$ cat src/rtl/sprite_pkg.sv
// Shared types and constants for the sprite colour pipeline.
package sprite_pkg;

   typedef struct packed {
      logic [7:0] r;
      logic [7:0] g;
      logic [7:0] b;
   } rgb_t;

   typedef enum logic {
      IDLE  = 1'b0,
      FLASH = 1'b1
   } flash_state_t;

   localparam logic [23:0] WHITE = 24'hFFFFFF;

endpackage

$ cat src/rtl/flash_timer.sv
// Hit-flash sequencer: counts frames after a hit and blinks the player by
// toggling hidden on frame boundaries only.
module flash_timer
   import sprite_pkg::*;
#(
   parameter int FLASH_FRAMES = 60,
   parameter int FLASH_PERIOD = 4
) (
   input  logic Clk,
   input  logic Reset_n,
   input  logic frame_start,
   input  logic hit_pulse,
   output logic hidden,
   output logic flashing
);

   localparam int FW = $clog2(FLASH_FRAMES + 1);
   localparam int PW = (FLASH_PERIOD > 1) ? $clog2(FLASH_PERIOD) : 1;

   flash_state_t   state_reg, state_next;
   logic [FW-1:0]  frame_cnt_reg, frame_cnt_next;
   logic [PW-1:0]  phase_cnt_reg, phase_cnt_next;
   logic           hidden_reg, hidden_next;

   always_ff @(posedge Clk or negedge Reset_n) begin
      if (!Reset_n) begin
         state_reg     <= IDLE;
         frame_cnt_reg <= '0;
         phase_cnt_reg <= '0;
         hidden_reg    <= 1'b0;
      end else begin
         state_reg     <= state_next;
         frame_cnt_reg <= frame_cnt_next;
         phase_cnt_reg <= phase_cnt_next;
         hidden_reg    <= hidden_next;
      end
   end

   always_comb begin
      state_next     = state_reg;
      frame_cnt_next = frame_cnt_reg;
      phase_cnt_next = phase_cnt_reg;
      hidden_next    = hidden_reg;
      case (state_reg)
         IDLE: begin
            if (hit_pulse) begin
               state_next     = FLASH;
               frame_cnt_next = FW'(FLASH_FRAMES);
               phase_cnt_next = '0;
               hidden_next    = 1'b0;
            end
         end
         FLASH: begin
            // A new hit restarts the duration but keeps the blink rhythm.
            if (hit_pulse) begin
               frame_cnt_next = FW'(FLASH_FRAMES);
            end else if (frame_start) begin
               if (frame_cnt_reg == FW'(1)) begin
                  state_next     = IDLE;
                  frame_cnt_next = '0;
                  phase_cnt_next = '0;
                  hidden_next    = 1'b0;
               end else begin
                  frame_cnt_next = frame_cnt_reg - FW'(1);
                  if (phase_cnt_reg == PW'(FLASH_PERIOD - 1)) begin
                     phase_cnt_next = '0;
                     hidden_next    = ~hidden_reg;
                  end else begin
                     phase_cnt_next = phase_cnt_reg + PW'(1);
                  end
               end
            end
         end
         default: state_next = IDLE;
      endcase
   end

   assign hidden   = hidden_reg;
   assign flashing = (state_reg == FLASH);

endmodule

$ cat src/rtl/layered_color_mapper.sv
// Two-stage pixel compositor: bullets over player over enemy over background,
// with the player blinked out during a hit flash.
module layered_color_mapper
   import sprite_pkg::*;
#(
   parameter int NUM_BULLETS  = 4,
   parameter int BULLET_LEN   = 4,
   parameter int BULLET_W     = 1,
   parameter int FLASH_FRAMES = 60,
   parameter int FLASH_PERIOD = 4
) (
   input  logic                      Clk,
   input  logic                      Reset_n,
   input  logic                      pixel_valid,
   input  logic [9:0]                DrawX,
   input  logic [9:0]                DrawY,
   input  logic                      frame_start,
   input  logic [NUM_BULLETS-1:0]    bullet_active,
   input  logic [NUM_BULLETS*10-1:0] bulletX,
   input  logic [NUM_BULLETS*10-1:0] bulletY,
   input  logic                      player_on,
   input  logic [23:0]               player_color,
   input  logic                      enemy_on,
   input  logic [23:0]               enemy_color,
   input  logic [7:0]                bg_R,
   input  logic [7:0]                bg_G,
   input  logic [7:0]                bg_B,
   input  logic                      hit_pulse,
   output logic [7:0]                Red,
   output logic [7:0]                Green,
   output logic [7:0]                Blue,
   output logic                      out_valid,
   output logic                      flashing
);

   logic                   hidden;
   logic [NUM_BULLETS-1:0] bullet_hit;

   flash_timer #(
      .FLASH_FRAMES (FLASH_FRAMES),
      .FLASH_PERIOD (FLASH_PERIOD)
   ) u_flash_timer (
      .Clk         (Clk),
      .Reset_n     (Reset_n),
      .frame_start (frame_start),
      .hit_pulse   (hit_pulse),
      .hidden      (hidden),
      .flashing    (flashing)
   );

   // Bounds are compared at 11 bits so a bullet near 1023 cannot wrap to row 0.
   generate
      for (genvar gi = 0; gi < NUM_BULLETS; gi++) begin : g_bullet
         logic [10:0] bx, by, px, py;
         assign bx = {1'b0, bulletX[gi*10 +: 10]};
         assign by = {1'b0, bulletY[gi*10 +: 10]};
         assign px = {1'b0, DrawX};
         assign py = {1'b0, DrawY};
         assign bullet_hit[gi] = bullet_active[gi]
                              && (px >= bx) && (px < bx + 11'(BULLET_W))
                              && (py >= by) && (py < by + 11'(BULLET_LEN));
      end
   endgenerate

   logic s1_valid_reg, s1_bullet_reg, s1_player_reg, s1_enemy_reg;
   rgb_t s1_player_c_reg, s1_enemy_c_reg, s1_bg_reg;
   rgb_t rgb_reg, rgb_next;
   logic out_valid_reg;

   always_ff @(posedge Clk or negedge Reset_n) begin
      if (!Reset_n) begin
         s1_valid_reg    <= 1'b0;
         s1_bullet_reg   <= 1'b0;
         s1_player_reg   <= 1'b0;
         s1_enemy_reg    <= 1'b0;
         s1_player_c_reg <= '0;
         s1_enemy_c_reg  <= '0;
         s1_bg_reg       <= '0;
      end else begin
         s1_valid_reg    <= pixel_valid;
         s1_bullet_reg   <= |bullet_hit;
         s1_player_reg   <= player_on && !hidden;
         s1_enemy_reg    <= enemy_on;
         s1_player_c_reg <= player_color;
         s1_enemy_c_reg  <= enemy_color;
         s1_bg_reg       <= '{r: bg_R, g: bg_G, b: bg_B};
      end
   end

   always_comb begin
      rgb_next = '0;
      if (s1_valid_reg) begin
         if (s1_bullet_reg)      rgb_next = WHITE;
         else if (s1_player_reg) rgb_next = s1_player_c_reg;
         else if (s1_enemy_reg)  rgb_next = s1_enemy_c_reg;
         else                    rgb_next = s1_bg_reg;
      end
   end

   always_ff @(posedge Clk or negedge Reset_n) begin
      if (!Reset_n) begin
         rgb_reg       <= '0;
         out_valid_reg <= 1'b0;
      end else begin
         rgb_reg       <= rgb_next;
         out_valid_reg <= s1_valid_reg;
      end
   end

   assign Red       = rgb_reg.r;
   assign Green     = rgb_reg.g;
   assign Blue      = rgb_reg.b;
   assign out_valid = out_valid_reg;

endmodule
$ cat config.mk
export PLATFORM = sky130hd
export DESIGN_NAME = layered_color_mapper
export DESIGN_NICKNAME = d
export VERILOG_FILES = /design/src/rtl/sprite_pkg.sv /design/src/rtl/flash_timer.sv /design/src/rtl/layered_color_mapper.sv
export SDC_FILE = /design/constraint.sdc
export NUM_CORES = 1
export LEC_CHECK = 0
export BUFFER_PORTS_ARGS = -buffer_cell sky130_fd_sc_hd__clkbuf_2
export CELL_PAD_IN_SITES_DETAIL_PLACEMENT = 1
export CELL_PAD_IN_SITES_GLOBAL_PLACEMENT = 2
export CORE_ASPECT_RATIO = 0.5
export CORE_UTILIZATION = 31
export CTS_BUF_LIST = sky130_fd_sc_hd__clkbuf_4
export DETAILED_ROUTE_END_ITERATION = 10
export HOLD_SLACK_MARGIN = 0.15
export PLACE_DENSITY = 0.85
export SETUP_SLACK_MARGIN = 0.02
export SLEW_MARGIN = 15
export SYNTH_ARGS = -nofsm -noshare
export SYNTH_HDL_FRONTEND = slang
export SYNTH_SLANG_ARGS = --single-unit
$ cat constraint.sdc
create_clock -name Clk -period 1.8 [get_ports Clk]
set_clock_uncertainty 0.2 [all_clocks]
set_input_delay 0.09 -clock Clk [delete_from_list [all_inputs] [get_ports Clk]]
set_output_delay 0.09 -clock Clk [all_outputs]
set_load 0.005 [all_outputs]
## After elaboration in Yosys (flattened, before gate mapping)

Cells that the tools add are included.

- Bits in registers: 111
- Input bits: 183
- Output and inout bits: 26
- Word-level logic and storage cells: 104

- Add/subtract/negate cells: 10
- Order comparisons: 16
- Equal/unequal tests: 7
- Mux-type cells: 26
- Bitwise operators: 2
- Reductions and logical operators: 22

Operator list:

| kind | number |
|---|---|
| two-way mux 24 bit | 4 |
| less-than comparator 10 x 11 -> 1 bit | 8 |
| >= comparator 10 bit | 8 |
| adder 10 x 1 -> 11 bit, second input constant | 4 |
| adder 10 x 3 -> 11 bit, second input constant | 4 |
| two-way mux 6 bit | 4 |
| logical AND 1 bit | 17 |
| case mux 6 bit (2 select lines) | 1 |
| two-way mux 2 bit | 5 |
| two-way mux 1 bit | 9 |
| == test 6 x 1 -> 1 bit, second input constant | 1 |
| inequality test 2 bit, second input constant | 3 |
| inequality test 3 bit, second input constant | 2 |
| subtractor 6 x 1 -> 6 bit, second input constant | 1 |
| case mux 1 bit (2 select lines) | 2 |
| case mux 2 bit (2 select lines) | 1 |
| AND reduction 4 bit | 1 |
| OR reduction 4 bit | 1 |
| AND reduction 3 bit | 1 |
| adder 2 x 1 -> 2 bit, second input constant | 1 |
| == test 2 bit, second input constant | 1 |
| inverter 1 bit | 2 |
| AND reduction 2 bit | 1 |
| logical NOT 1 bit | 1 |

## Longest topological paths before layout

Gate-level depths: netlist (run 1).

- Word-level depth: 6
- Depth in mapped cells: 13
- Gate-level depth less buffers: 13

## Cells and area by module

Synthesis (run 1) repeated with hierarchy kept, for this count alone.

- Cells, all modules: 827
- Area total of the unflattened synthesis: 8,391.8 um^2

By module, submodules not included:

| module | instances | cells an instance | area each (um^2) | seq. area each (um^2) |
|---|---|---|---|---|
| layered_color_mapper | 1 | 764 | 7,795.0 | 2,527.4 |
| flash_timer | 1 | 63 | 596.8 | 250.2 |

## Worst setup path before layout (run 1)

No wires, ideal clock.

- Path kind: input to register
- From: input bulletX[13]
- To: register s1_bullet_reg
- Arrival time: 2,202 ps
- Data required time: 1,496 ps
- Slack: -706 ps
- Stages on the path: 13
- Buffers on the path: 0
- Cells stage by stage: inv_1 -> nor2_1 -> nand4_1 -> nor3_1 -> nand3_1 -> xnor2_1 -> ha_1 -> a21oi_1 -> a31oi_1 -> a2111oi_2 -> o211ai_1 -> o32a_1 -> o311ai_1

- Cells in the longest elaborated chain, start to end: 6
- Elaborated cells between the ends (all ways): 8

Ends and longest elaborated chain:

| item | RTL line | RTL |
|---|---|---|
| start: declaration | layered_color_mapper.sv:19 | `input logic [NUM_BULLETS*10-1:0] bulletX,` |
| adder 10 x 1 -> 11 bit / >= comparator 10 bit (equally long branches) | layered_color_mapper.sv:60 | `&& (px >= bx) && (px < bx + 11'(BULLET_W))` |
| less-than comparator 10 x 11 -> 1 bit / logical AND 1 bit (equally long branches) | layered_color_mapper.sv:60 |  |
| logical AND 1 bit * | layered_color_mapper.sv:60 |  |
| logical AND 1 bit * (2 in series) | layered_color_mapper.sv:61 | `&& (py >= by) && (py < by + 11'(BULLET_LEN));` |
| OR reduction 4 bit * | layered_color_mapper.sv:81 | `s1_bullet_reg <= \|bullet_hit;` |
| end signal: assignment | layered_color_mapper.sv:81 |  |
| end: declaration | layered_color_mapper.sv:65 | `logic s1_valid_reg, s1_bullet_reg, s1_player_reg, s1_enemy_reg;` |

Every way passes the cells marked *; elsewhere a longest branch is shown, timed or not.
A chain may end at the register's enable or synchronous reset.

## Final worst setup path (run 1)

- From: input bulletX[34]
- To: register s1_bullet_reg

Same word-level chain as after synthesis.

==> results of run 1 <==
stage by stage:
stage | std cells | cell area (um^2)
3_3_place_gp | 1527 | 11100
5_1_grt | 1725 | 13300
2_1_floorplan | 824 | 8350
6_report | 1725 | 13300
4_1_cts | 1715 | 13000
3_5_place_dp | 1527 | 11100
power breakdown:
part | total [mW] | internal (mW) | switching [mW]
sequential | 2.86 | 2.70 | 0.158
combinational | 2.88 | 1.51 | 1.37
clock | 1.37 | 0.434 | 0.935
total | 7.11 | 4.65 | 2.46
critical path: stages:
cell and delay, ps:
clkbuf_8 110, nand3_4 80, buf_4 150, nor2_4 130, xnor2_2 120, ha_1 260
and3_4 160, a221o_1 300, a31oi_2 170, o21ai_1 100, a2111o_1 440, o32a_1 170
o311ai_2 70
Yosys cell counts (3+ instances only):
cell and instances:
nand2b_1 6, o2111ai_1 7, clkbuf_1 11, inv_1 92, a211oi_1 5, mux2_2 48
and3_1 7, a21oi_1 45, dfrtp_1 111, ha_1 164, inv_2 4, a221o_1 4
o21ai_0 31, nor4_1 6, nand2_1 34, nor3_1 11, a31oi_1 10, nor2_1 23
o211ai_1 5, nand3_1 37, o21a_1 30, a21o_1 20, nand4_1 10, xnor2_1 56
o31ai_1 3, nor2b_1 7
layer usage:
layer  vias to the layer above  GRT usage (%)
li1                       4055              -
met1                      4287           27.0
met2                       241           46.8
met3                        87           3.46
met4                         0           7.43
met5                         -              0
logic make-up after synthesis:
logic type / count (synthesis) / share of synthesized area, %
AO/OA/AOI/OAI: 183 / 14.8
adder cells (fa/ha/maj): 164 / 24.8
AND/OR/NAND/NOR: 150 / 9.24
flip-flops: 111 / 33.5
buffers and inverters: 109 / 4.97
XOR/XNOR: 57 / 6.02
multiplexers: 50 / 6.76
how the worst max path moves through the flow:
stage	start	endpoint	slack, ps	cells past startpoint
3_5_place_dp	bulletX[30]	s1_bullet_reg	-960	12
4_1_cts	bulletX[34]	s1_bullet_reg	-340	12
5_1_grt	bulletX[34]	s1_bullet_reg	-440	13
6_report	bulletX[34]	s1_bullet_reg	-340	13
3_3_place_gp	bulletX[30]	s1_bullet_reg	-870	12
2_1_floorplan	bulletX[33]	s1_bullet_reg	-530	11
timing repair:
| action | CTS | global route |
|---|---|---|
| endpoints found under the setup margin | 3 | 20 |
| hold endpoints to repair | 197 | 0 |
| resized for setup | 13 | 69 |
| cloned | 0 | 2 |
| pin swaps | 16 | 5 |
| setup buffers | 3 | 5 |
| hold buffers | 169 | 0 |
cell type report:
class                   instances  area share [%]
multi-input cells             604            40.6
well taps                     344            3.23
clock inverters                 6           0.441
clock buffers                  10           0.563
flip-flops and latches        111            20.8
inverters                      98            2.81
repair buffers                549            31.4
diodes                          3          0.0563
cell usage in the layout (no fill, tap or decap), types with 4 or more instances in the layout:
cell,count
buf_4,163
nand2b_1,6
o21a_1,30
clkbuf_2,201
nand3_1,35
nor3_1,9
nand2_1,31
ha_1,162
a21oi_1,43
o211ai_1,5
nor2b_1,7
dfrtp_1,110
and3_1,6
inv_1,87
nor4_1,4
a21o_1,20
inv_2,8
mux2_4,36
nand4_1,10
xnor2_1,55
a31oi_1,9
dlygate4sd3_1,169
buf_12,6
clkbuf_8,5
a211oi_1,5
nor2_1,19
a221o_1,4
o21ai_0,27
o2111ai_1,7
clkbuf_4,10
mux2_2,12
==> results.cfg, run 1 <==
[run_status]
outcome = complete, but fails checks
violations = negative setup slack

[synthesis]
synth.distinct_cells = 56
ys_warn_count = 0
synth_edf_count = 0
synthArstFlopShare_pct = 100
synthFlopType = dfrtp_1
syn-cell-area_um2 = 8290
synth-seq-cells = 111
synth_top_area_share_pct = 33.5
synth_area_leaders = dfrtp_1 (34%), ha_1 (25%), mux2_2 (6.5%)
synthesis.nets = 1171
synthCells = 824
yosysSeqAreaShare_pct = 33.5
yosysTopAreaCell = dfrtp_1
avgSynthCellArea_um2 = 10.1

[worst_setup_path]
rrSetupSlack_ps = -120
worstPathRequired_ps = 2010
critPathKind = input port to register
rr_endpoint = u_flash_timer.frame_cnt_reg[3]
crit_path_start_kind = input port
worstRegToRegCells = 9
reg2reg_from = u_flash_timer.frame_cnt_reg[1]
crit_arrival_ps = 2350
endpoint_kind = register
critical_path_peak_fanout = 2

[finish]
drive_gt1_share_pct = 35.1
multiInputGateArea_um2 = 5420
fin_util_pct = 51.9
nFillCells = 2894
syn_to_final_growth_pct = 60.9
nets = 1720
regArea_um2 = 2780

[grt]
grt_max_degree = 42
grt_pass1_wl_mm = 52.3
grt_pass1_vias = 9738
grt_overflow = 0
antenna_found_initial = 3
grt_use_total_pct = 24.2

[placed_design]
port_buffers = 208
place_ws_ps = -959
gp_congestion = 0.871
dp_hpwl_mm = 21.8

[sta]
fin_setup_tns_ps = -1290
fin_crit_ps = 2140
clock.fmax_mhz = 467
slew_viol_final = 0
relSlewSlack_pct = 65.6
setup_viol = 22
worst_pin_slew_ps = 517
worst_slack_ps = -340
rsz0062_at_grt = yes
period_share_pct = 119
final_hold_viol_count = 0
whs_ps = 176

[hold_path]
hp-start = bulletX[8]
holdPathEnd = s1_bullet_reg
hp-class = input port to register
min_path_cells = 8

[drt]
wl_met3_mm = 1.59
postRouteAntennaNets = 0
via_per_inst = 5.03
drc = 0
wl_met1_mm = 14.2
wl_per_cell_um = 20.9
highest_layer = met4
vias = 8670
wirelength_mm = 36.1
drt_iter0_drc = 377
wl_met2_mm = 19.0
dr.pass1.iters = 6

[floorplan]
row_count = 41
die_area_um2 = 27400
fp.dieH_um = 118
core_area_um2 = 25700
chipWidth_um = 233
io_pins = 209
start_util_pct = 32.3

[clock_tree]
htreeDepth = 3
cts_buffer_depth = 2
cts_inserted_buffers = 9
clk_latency_ps = 500
clock-sinks = 111
cts_tree = done
path_clk_slew_ps = 190
cts-root-buf = clkbuf_4

[power_and_ir_drop]
p_total_mw = 7.11
peakVddDrop_v = 0.000355
total_leakage_power_nw = 6.82
p_per_area_nw_per_um2 = 533

[flow_run]
drv_cap = 0
No activity file was read; power rests on OpenSTA's default activity.
==> run 2: changes to the inputs <==
--- a/config.mk
+++ b/config.mk
@@ -13,7 +13,7 @@
 export CTS_BUF_LIST = sky130_fd_sc_hd__clkbuf_4
 export DETAILED_ROUTE_END_ITERATION = 10
 export HOLD_SLACK_MARGIN = 0.15
-export PLACE_DENSITY = 0.85
+export PLACE_DENSITY = 0.82
 export SETUP_SLACK_MARGIN = 0.02
 export SLEW_MARGIN = 15
 export SYNTH_ARGS = -nofsm -noshare
==> results.cfg, run 2 (synthesis gave the netlist of run 1 again) <==
[grt]
antenna_found_initial = 3
grt_pass1_wl_mm = 52.6
grt_overflow = 0
grt_pass1_vias = 9562
grt_use_total_pct = 24.7
grt_max_degree = 41

[sta]
clock.fmax_mhz = 467
fin_setup_tns_ps = -343
final_hold_viol_count = 0
rsz0062_at_grt = yes
setup_viol = 1
fin_crit_ps = 2140
relSlewSlack_pct = 66.2
worst_pin_slew_ps = 502
period_share_pct = 119
worst_slack_ps = -343
slew_viol_final = 0

[run_status]
violations = negative setup slack
outcome = complete, but fails checks

[worst_setup_path]
endpoint_kind = register
reg2reg_from = u_flash_timer.frame_cnt_reg[2]
startpoint = bulletX[32]
critPathKind = input port to register
critical_path_peak_fanout = 2
crit_path_end = s1_bullet_reg
crit_path_start_kind = input port
worstPathRequired_ps = 2000
crit_arrival_ps = 2340
rrSetupSlack_ps = 30
worstRegToRegCells = 6
rr_endpoint = u_flash_timer.frame_cnt_reg[2]

[drt]
via_per_inst = 4.90
vias = 8490
wirelength_mm = 33.8
postRouteAntennaNets = 0
wl_per_cell_um = 19.6
dr.pass1.iters = 6
drc = 0
drt_iter0_drc = 275

[placed_design]
placedCellCount = 1539
port_buffers = 208
gp_congestion = 0.873
dp_hpwl_mm = 22.4

[hold_path]
hp-class = input port to register
min_path_cells = 6

[finish]
final_cells = 1731
final_cell_mix = clkbuf_2 (202), buf_4 (176), dlygate4sd3_1 (163)
final_common_cell = clkbuf_2
drive_gt1_share_pct = 35.5
nets = 1726
syn_to_final_growth_pct = 59.2

[clock_tree]
cts-root-buf = clkbuf_4
htreeDepth = 3
clock-sinks = 111
clk_latency_ps = 500
cts_inserted_buffers = 9
cts_tree = done
path_clk_slew_ps = 170
cts_buffer_depth = 2

[floorplan]
start_util_pct = 32.3
die_area_um2 = 27400
chipWidth_um = 233
fp.dieH_um = 118
io_pins = 209
row_count = 41
core_area_um2 = 25700

[power_and_ir_drop]
total_leakage_power_nw = 6.71
peakVddDrop_v = 0.000459
p_per_area_nw_per_um2 = 536

[flow_run]
drv_cap = 0
[run 2: what timing repair did]
action	4_1_cts	5_1_grt
pin swaps	13	17
hold buffers	163	1
resized for setup	12	25
endpoints found under the setup margin	1	19
buffers inserted	5	4
hold endpoints to repair	197	1
[run 2: worst min path at each step]
stage | start | to | slack (ps)
floorplan | Reset_n | Blue[0] | -410
global placement | Reset_n | s1_player_c_reg[18] | -150
detailed placement | Reset_n | s1_player_c_reg[18] | -150
CTS | bulletX[27] | s1_bullet_reg | 50
global route | bulletX[27] | s1_bullet_reg | 120
finish | bulletX[27] | s1_bullet_reg | 90
[run 2: layer usage]
layer | global-route usage [%] | vias to the layer above | wire length, um
met5 | 0 | - | 0
met4 | 6.13 | 0 | 574
met3 | 3.51 | 46 | 1550
met2 | 45.7 | 196 | 17200
met1 | 29.7 | 4184 | 14500
li1 | - | 4064 | -
[run 2: where the power goes]
group,internal (mW),switching (mW),total [mW]
clock,0.567,0.909,1.48
combinational,1.45,1.30,2.75
sequential,2.70,0.143,2.85
[run 2: cell type report]
class                   count  area [um^2]
fillers                  2922        12500
flip-flops and latches    111         2780
multi-input cells         604         5250
clock inverters             7         95.1
well taps                 344          430
repair buffers            555         4200
clock buffers               9         67.6
diodes                      3         7.51
inverters                  98          370
[run 2: critical path, stage by stage]
cell	delay (ps)
buf_8	80
nand3_4	80
nor3_4	240
xnor2_2	100
ha_1	310
a21o_1	170
a221o_1	360
a31oi_2	170
o21ai_1	80
a2111o_1	400
o32a_1	200
o311ai_2	70
[run 2: stage by stage]
step | cell area [um^2] | worst slack, ps | hold slack (ps) | util [%] | total power, mW
after floorplan | 8350 | -529 | -406 | - | 3.97
after global placement | 11200 | -871 | -154 | 43.4 | 5.01
after detailed placement | 11200 | -974 | -146 | 43.4 | 5.14
after CTS | 13100 | -382 | 49.8 | 50.8 | 6.86
after global routing | 13200 | -400 | 118 | 51.4 | 7.48
final | 13200 | -343 | 94.4 | 51.4 | 7.07
==> run 3: changes to the inputs <==
--- a/config.mk
+++ b/config.mk
@@ -5,11 +5,13 @@
 export SDC_FILE = /design/constraint.sdc
 export NUM_CORES = 1
 export LEC_CHECK = 0
+export ABC_AREA = 1
 export BUFFER_PORTS_ARGS = -buffer_cell sky130_fd_sc_hd__clkbuf_2
 export CELL_PAD_IN_SITES_DETAIL_PLACEMENT = 1
 export CELL_PAD_IN_SITES_GLOBAL_PLACEMENT = 2
 export CORE_ASPECT_RATIO = 0.5
-export CORE_UTILIZATION = 31
+export CORE_MARGIN = 10
+export CORE_UTILIZATION = 29
 export CTS_BUF_LIST = sky130_fd_sc_hd__clkbuf_4
 export DETAILED_ROUTE_END_ITERATION = 10
 export HOLD_SLACK_MARGIN = 0.15
==> results.cfg, run 3 <==
[run_status]
outcome = completed

[drt]
wl_per_cell_um = 17.1
drt_iter0_drc = 324
vias = 9236
dr.pass1.iters = 4
drc = 0
via_per_inst = 4.62
wirelength_mm = 34.1
postRouteAntennaNets = 0

[grt]
grt_max_degree = 47
grt_use_total_pct = 17.8
antenna_found_initial = 8
grt_pass1_wl_mm = 54.1
grt_pass1_vias = 10616
grt_overflow = 0

[hold_path]
min_path_cells = 11
hp-start = bulletX[19]
hp-class = input port to register
holdPathEnd = s1_bullet_reg

[synthesis]
synth_top_area_share_pct = 32.0
yosysTopAreaCell = dfrtp_1
synthesis.nets = 1437
synthMuxAreaShare_pct = 0
synth-compound-area-share_pct = 9.30
synth_edf_count = 0
synth.distinct_cells = 33
synthCells = 1090
avgSynthCellArea_um2 = 7.97
synthFlopType = dfrtp_1
synth_common_cells = nand2_1 (211), ha_1 (164), inv_1 (152)
synth_most_common_cell = nand2_1
synth-adder-area-share_pct = 23.6
syn-cell-area_um2 = 8690
synth_xor_area_share_pct = 5.85
ys_warn_count = 0
synthArstFlopShare_pct = 100
synth-seq-cells = 111
synthSimpleGateAreaFrac_pct = 21.8
synth_top_family_by_area = adder cells
synth_area_leaders = dfrtp_1 (32%), ha_1 (24%), nand2_1 (9.1%)
yosysSeqAreaShare_pct = 32.0

[power_and_ir_drop]
internal_power_mw = 4.35
switchingPower_mw = 2.56
clock_power_share_pct = 19.7
total_leakage_power_nw = 7.07
p_per_area_nw_per_um2 = 524
seqPwrFrac_pct = 40.8
switching_share_pct = 37.1
peakVddDrop_v = 0.000333
power_frac_comb_pct = 39.6

[placed_design]
port_buffers = 208
dp_hpwl_mm = 24.9
gp_congestion = 0.849
placedCellCount = 1804

[worst_setup_path]
worst-path-buf-inv = 1
path_cells = clkbuf_2 -> ha_4 -> nand2_2 -> nor2_4 -> nand3_2 -> xor2_1 -> ha_1 -> a21o_1 -> nor2_1 -> nand2_1 -> nand2_1 -> nand4_1 -> nor2_2 -> nor2_1 -> nand2_1
crit_family = simple AND/OR/NAND/NOR gates
crit_arrival_ps = 2030
worstRegToRegCells = 6
endpoint_kind = register
crit_path_start_kind = input port
critical_path_peak_fanout = 3
worstPathRequired_ps = 2040
critPathKind = input port to register
cpPeakStageDelay_ps = 300
rrSetupSlack_ps = 100
critPathMostFrequentCell = nand2_1
reg2reg_from = u_flash_timer.frame_cnt_reg[4]
cp_slowest_cell = ha_1
rr_endpoint = u_flash_timer.frame_cnt_reg[3]

[sta]
clock.fmax_mhz = 559
slew_viol_final = 0
rsz0062_at_grt = yes
final_hold_viol_count = 0
fin_crit_ps = 1790
period_share_pct = 99.4
setup_viol = 0
worst_pin_slew_ps = 439
relSlewSlack_pct = 70.7

[floorplan]
core_area_um2 = 29200
chipWidth_um = 265
die_area_um2 = 37700
fp.dieH_um = 142
start_util_pct = 29.7
io_pins = 209
row_count = 44

[clock_tree]
cts_tree = done
htreeDepth = 3
cts_inserted_buffers = 9
clk_latency_ps = 520
clock-sinks = 111
cts-root-buf = clkbuf_4
cts_buffer_depth = 2
path_clk_slew_ps = 200

[finish]
final_cells = 1999
nFillCells = 3585
nets = 1942
final_common_cell = nand2_1
fin_util_pct = 45.2
drive_gt1_share_pct = 25.1
syn_to_final_growth_pct = 52.0
final_cell_mix = nand2_1 (206), clkbuf_2 (204), dlygate4sd3_1 (163)

[flow_run]
drv_cap = 0
run 3: layout make-up:
cell class	count	area (um^2)	share of cell area [%]
diodes	8	20.0	0.152
clock buffers	9	67.6	0.512
clock inverters	7	93.8	0.711
inverters	157	597	4.52
multi-input cells	808	5390	40.8
flip-flops and latches	111	2780	21.0
well taps	391	489	3.71
repair buffers	508	3770	28.6
run 3: routing by layer:
layer / wire length, um / GRT usage, % / vias up
met2: 19600 / 37.2 / 159
met3: 655 / 1.57 / 74
met4: 1220 / 7.91 / 0
li1: - / - / 4561
met1: 12600 / 17.4 / 4442
met5: 0 / 0 / -
run 3: metrics by stage:
| step | setup TNS, ps | instance area, um^2 | total power [mW] | worst slack (ps) | hold WS (ps) |
|---|---|---|---|---|---|
| final | 0 | 13200 | 6.92 | 10.0 | 159 |
| after global routing | -131 | 13200 | 7.46 | -131 | 211 |
| after CTS | 0 | 13100 | 6.83 | 22.5 | 151 |
| after detailed placement | -543 | 11300 | 5.24 | -543 | -133 |
| after global placement | -481 | 11300 | 5.10 | -481 | -138 |
| after floorplan | 0 | 8780 | 4.07 | 12.7 | -406 |
run 3: timing repair:
action,CTS,global route
hold buffers,163,0
buffers inserted,0,8
gates resized for setup,0,18
hold endpoints to repair,197,0
pin swaps,2,16
setup endpoints to repair,1,3
run 3: worst max path at each step:
| stage | startpoint | to | slack, ps | cells past startpoint |
|---|---|---|---|---|
| after floorplan | bulletX[11] | s1_bullet_reg | 10 | 15 |
| after global placement | bulletX[11] | s1_bullet_reg | -480 | 15 |
| after detailed placement | bulletX[11] | s1_bullet_reg | -540 | 16 |
| after CTS | bulletX[11] | s1_bullet_reg | 20 | 16 |
| after global routing | bulletX[20] | s1_bullet_reg | -130 | 17 |
| final | bulletX[11] | s1_bullet_reg | 10 | 15 |
run 3: cells by family after synthesis:
| kind of cell | Yosys count |
|---|---|
| flops | 111 |
| fa+ha+maj | 164 |
| simple gates | 437 |
| buf+inv | 171 |
| compound gates | 149 |
| xor+xnor | 58 |
run 3: tightest hold or removal path: cells and delay by family:
family                 cells  cell delay (ps)
buffers and inverters      3              160
and+or+nand+nor            8              570
run 3: power by group through the flow:
stage	clock network, mW	registers (mW)	logic (mW)
finish	1.36	2.82	2.74
global placement	0	2.84	2.26
global route	1.52	2.84	3.11
floorplan	0	2.84	1.22
detailed placement	0	2.86	2.38
CTS	1.35	2.81	2.67
